File: src/rtl/vending_machine.sv
// Soda vending controller: accumulates nickel/dime/quarter credit toward a 20c
// price, dispensing one soda and refunding the excess in nickels.
module vending_machine (
    input  logic       clk,
    input  logic       rst,
    input  logic       nick_i,
    input  logic       dime_i,
    input  logic       quar_i,
    output logic       soda_o,
    output logic [2:0] chan_o
);

    localparam logic [1:0] S0  = 2'd0;
    localparam logic [1:0] S5  = 2'd1;
    localparam logic [1:0] S10 = 2'd2;
    localparam logic [1:0] S15 = 2'd3;
    localparam logic [3:0] PRICE = 4'd4;

    // Coin value in nickels for one sampled edge; simultaneous coins are summed.
    function automatic logic [3:0] coin_value(input logic n, input logic d, input logic q);
        logic [3:0] v;
        v = 4'd0;
        if (n) v = v + 4'd1;
        if (d) v = v + 4'd2;
        if (q) v = v + 4'd5;
        return v;
    endfunction

    logic [1:0] r_state;
    logic [3:0] w_credit;
    logic [3:0] w_total;
    logic [3:0] w_excess;
    logic [1:0] w_next_state;
    logic       w_soda;
    logic [2:0] w_chan;

    // Credit held in the current state, in nickels.
    always_comb begin
        w_credit = 4'd0;
        case (r_state)
            S0:      w_credit = 4'd0;
            S5:      w_credit = 4'd1;
            S10:     w_credit = 4'd2;
            S15:     w_credit = 4'd3;
            default: w_credit = 4'd0;
        endcase
    end

    // Purchase decision; with no coin the total stays below the price so credit holds.
    always_comb begin
        w_total      = w_credit + coin_value(nick_i, dime_i, quar_i);
        w_excess     = w_total - PRICE;
        w_next_state = S0;
        w_soda       = 1'b0;
        w_chan       = 3'd0;
        if (w_total >= PRICE) begin
            w_next_state = S0;
            w_soda       = 1'b1;
            w_chan       = w_excess[2:0];
        end else begin
            w_next_state = w_total[1:0];
            w_soda       = 1'b0;
            w_chan       = 3'd0;
        end
    end

    // State and registered outputs; reset discards credit without refund.
    always_ff @(posedge clk or negedge rst) begin
        if (!rst) begin
            r_state <= S0;
            soda_o  <= 1'b0;
            chan_o  <= 3'd0;
        end else begin
            r_state <= w_next_state;
            soda_o  <= w_soda;
            chan_o  <= w_chan;
        end
    end

endmodule

File: config.mk
export PLATFORM = sky130hd
export DESIGN_NAME = vending_machine
export DESIGN_NICKNAME = d
export VERILOG_FILES = /design/src/rtl/vending_machine.sv
export SDC_FILE = /design/constraint.sdc
export NUM_CORES = 1
export LEC_CHECK = 0
export CORE_UTILIZATION = 25
export CTS_CLUSTER_SIZE = 10
export DETAILED_ROUTE_END_ITERATION = 7
export PLACE_DENSITY_LB_ADDON = 0.08
export SLEW_MARGIN = 40
export SYNTH_ARGS = -nofsm -noshare
export SYNTH_HDL_FRONTEND = slang
export SYNTH_SLANG_ARGS = --single-unit
File: constraint.sdc
create_clock -name clk -period 4.9 [get_ports clk]
set_input_delay 0.98 -clock clk [delete_from_list [all_inputs] [get_ports clk]]
set_output_delay 0.98 -clock clk [all_outputs]
set_load 0.02 [all_outputs]
==> results.md <==
- Commonest register cell after synthesis: sky130_fd_sc_hd__dfrtp_1
- Critical R2R Launch: r_state[0]$_DFF_PN0_
- Pre-CTS setup slack: 1.78 ns
- Root cell of the clock tree: sky130_fd_sc_hd__clkbuf_4
- Path type of the worst min-delay path: flop to flop
- Number of hold buffers added after CTS: 0
- Core outline area: 1300 µm²
- Max Cap Viol: 0
- Number of max-slew violations in the final report: 0
- Worst endpoint data arrival time: 3.00 ns
- Count of yosys warnings during synthesis: 0
- Type of origin of the critical path: primary input
- Maximum number of pins on one net before global-route repair: 10
- Slew at the pin closest to its max-slew limit: 0.301 ns
- Area share of the leading cell type in the synthesized netlist: 42.9%
- Top cells by area in the synthesized netlist: sky130_fd_sc_hd__dfrtp_1, sky130_fd_sc_hd__ha_1, sky130_fd_sc_hd__a21oi_1
- Number of vias per cell: 4.74
- FF-to-FF setup slack: 3.23 ns
- Cell with the most instances after synthesis: sky130_fd_sc_hd__dfrtp_1
- Required time of the critical path: 5.02 ns
- GR peak layer: met2
- Met1 demand-to-capacity share in global routing: 12.5%
- Congestion Overflow GR: 0
- TritonCTS clock tree: yes
- Category of the most critical setup path: primary input to flop
- Top-Level Pins: 9
- DRC violations left: 0
- Startpoint of the worst hold path: r_state[0]$_DFF_PN0_
- Number of buffers created by CTS: 3
- Die outline area: 1560 µm²
- Syn avg cell area: 11.7 µm²
- Total track usage: 11.4%
- Number of H-tree levels: 1
- Area added between synthesis and finish: 29.3%
- Final period utilization: 58.7%
- Part of the Yosys area used for sequential elements: 42.9%
- Leak pwr: 0.199 nW
- Final net count: 49
- Iter 0 DRT Violations: 3
- Number of storage elements in the synthesis netlist: 6
- Cell taking the most area after synthesis: sky130_fd_sc_hd__dfrtp_1
- Die outline width: 39.4 µm
- Share of layout cells above drive strength 1: 13.2%
- Power density normalized to cell area: 480 nW/µm²
- Setup TNS: 0 ns
- Number of nets still failing antenna checks after routing: 0
- Clk sink count: 6
- Vias after detailed routing: 251
- Worst-path fanout max: 9
- Worst setup slack after layout: 2.02 ns
- Final Hold Fails: 0
- Row count: 13
- Die outline height: 39.4 µm
- Fillers: 135
- Count of input and output buffers: 8
- Starting density of the core: 26.9%
- Instance count after placement with tap cells included: 50
- Maximum count of clock buffers along a single path: 2
- Unrepaired setup endpoints after global routing: false
- DP HPWL: 526 µm
- Peak VDD IR: 138 µV
- Final weighted congestion of routability-driven global placement: 0.842
- Fraction of registers with async set/reset: 100%
- Clock latency reported for the late side of the worst-skew pair: 0.24 ns
- Worst clock skew: 0.000891 ns
- Antenna Cells: 0
- Synthesized area: 350 µm²
- Yosys cell types: 16
- Startpoint of the most critical setup path: quar_i
- Met2 usage in global routing: 19.7%
- Fin crit period: 2.88 ns
- Clock-pin slew reported for the worst setup and hold paths after clock tree synthesis: 0.04 ns
- Vias in the first global route: 265
- Post-route insts no fill: 53
- Post-CTS Setup Bufs: 0
- Outcome: finished clean
- Commonest cells post-synth: sky130_fd_sc_hd__dfrtp_1, sky130_fd_sc_hd__a21oi_1, sky130_fd_sc_hd__ha_1
- Met3 Resource Use GR: 3.41%
- Crit path capture type: flop
- Post-Route Utilization: 34.8%
- Number of failing setup endpoints in the final timing report: 0
- Slew HR: 79.9%
- Drt wl/cell: 12.0 µm
- Initial antenna violation count: 0
- Cell count after synthesis: 30
- Maximum frequency from static timing analysis: 0.348 GHz
- Wire length of the first global-routing pass: 1.13 mm
- Number of flops mapped to enable cells by yosys: 0
- Number of optimization iterations in the first detailed-route pass: 4
- Synthesized net count: 39
- Routed Wire Length: 635 µm
- Number of gates resized after CTS: 0
- Power consumption: 0.217 mW
[kinds of logic (layout without fill, tap and decap cells)]
| group | Yosys count | count (layout) | synth area share (%) |
|---|---|---|---|
| buffers and inverters | 3 | 11 | 5.36 |
| adders and majority gates | 4 | 4 | 16.4 |
| DFF | 6 | 6 | 42.9 |
| xor gates and xnor gates | 1 | 1 | 2.50 |
| and+or+nand+nor | 5 | 5 | 11.4 |
| muxes | 1 | 1 | 3.21 |
| AOI/OAI and AO/OA | 10 | 10 | 18.2 |
[cells in the final DEF (no fill, tap or decap), types with 2 or more instances in the layout]
| cell type | n |
|---|---|
| sky130_fd_sc_hd__a21oi_1 | 4 |
| sky130_fd_sc_hd__clkbuf_4 | 3 |
| sky130_fd_sc_hd__clkdlybuf4s50_1 | 8 |
| sky130_fd_sc_hd__dfrtp_1 | 6 |
| sky130_fd_sc_hd__ha_1 | 3 |
| sky130_fd_sc_hd__nand4b_1 | 2 |
| sky130_fd_sc_hd__o21ai_0 | 2 |
| sky130_fd_sc_hd__o2bb2ai_1 | 2 |
[where the power goes]
group          internal, mW  switching, mW  leakage (nW)
Clock                0.0275         0.0150        0.0138
Sequential           0.0664        0.00707        0.0764
Combinational        0.0480         0.0534         0.109
[flip-flops by register name, summed over array words and instances (netlist names)]
name / cells
chan_o: 3
r_state: 2
soda_o: 1
[cell type report]
class	count	area, µm²	area share (%)
flip-flops and latches	6	150	33.1
well taps	15	18.8	4.14
clock buffers	3	22.5	4.97
repair buffers	8	80.1	17.7
multi-input cells	21	181	40.1
[critical path, stage by stage]
cell	delay [ns]
sky130_fd_sc_hd__clkdlybuf4s50_1	0.64
sky130_fd_sc_hd__mux2_2	0.40
sky130_fd_sc_hd__fa_1	0.50
sky130_fd_sc_hd__and3b_4	0.24
sky130_fd_sc_hd__a22o_1	0.22
[metal layers]
metal / share of wire, % / up-vias / wire length, µm
met5: 0 / - / 0
met2: 47 / 9 / 299
met4: 0 / 0 / 0
met1: 45 / 115 / 288
li1: - / 127 / -
met3: 7.2 / 0 / 46
[per-stage QoR]
| stage | instance area (µm²) | hold WS (ns) |
|---|---|---|
| detailed placement | 430 | 0.687 |
| global route | 453 | 0.733 |
| finish | 453 | 0.694 |
| floorplan | 350 | 0.668 |
| CTS | 453 | 0.702 |
| global placement | 430 | 0.663 |
[final timing paths]
path / to / depth (start not counted)
worst max-delay path: chan_o[2]$_DFF_PN0_ / 5
worst min-delay path: r_state[0]$_DFF_PN0_ / 2
worst max register to register: chan_o[2]$_DFF_PN0_ / 4
worst min register to register: r_state[0]$_DFF_PN0_ / 2
max in group asynchronous: chan_o[0]$_DFF_PN0_ / 1
min in group asynchronous: r_state[1]$_DFF_PN0_ / 1
Power figures use the tool's default switching activity.
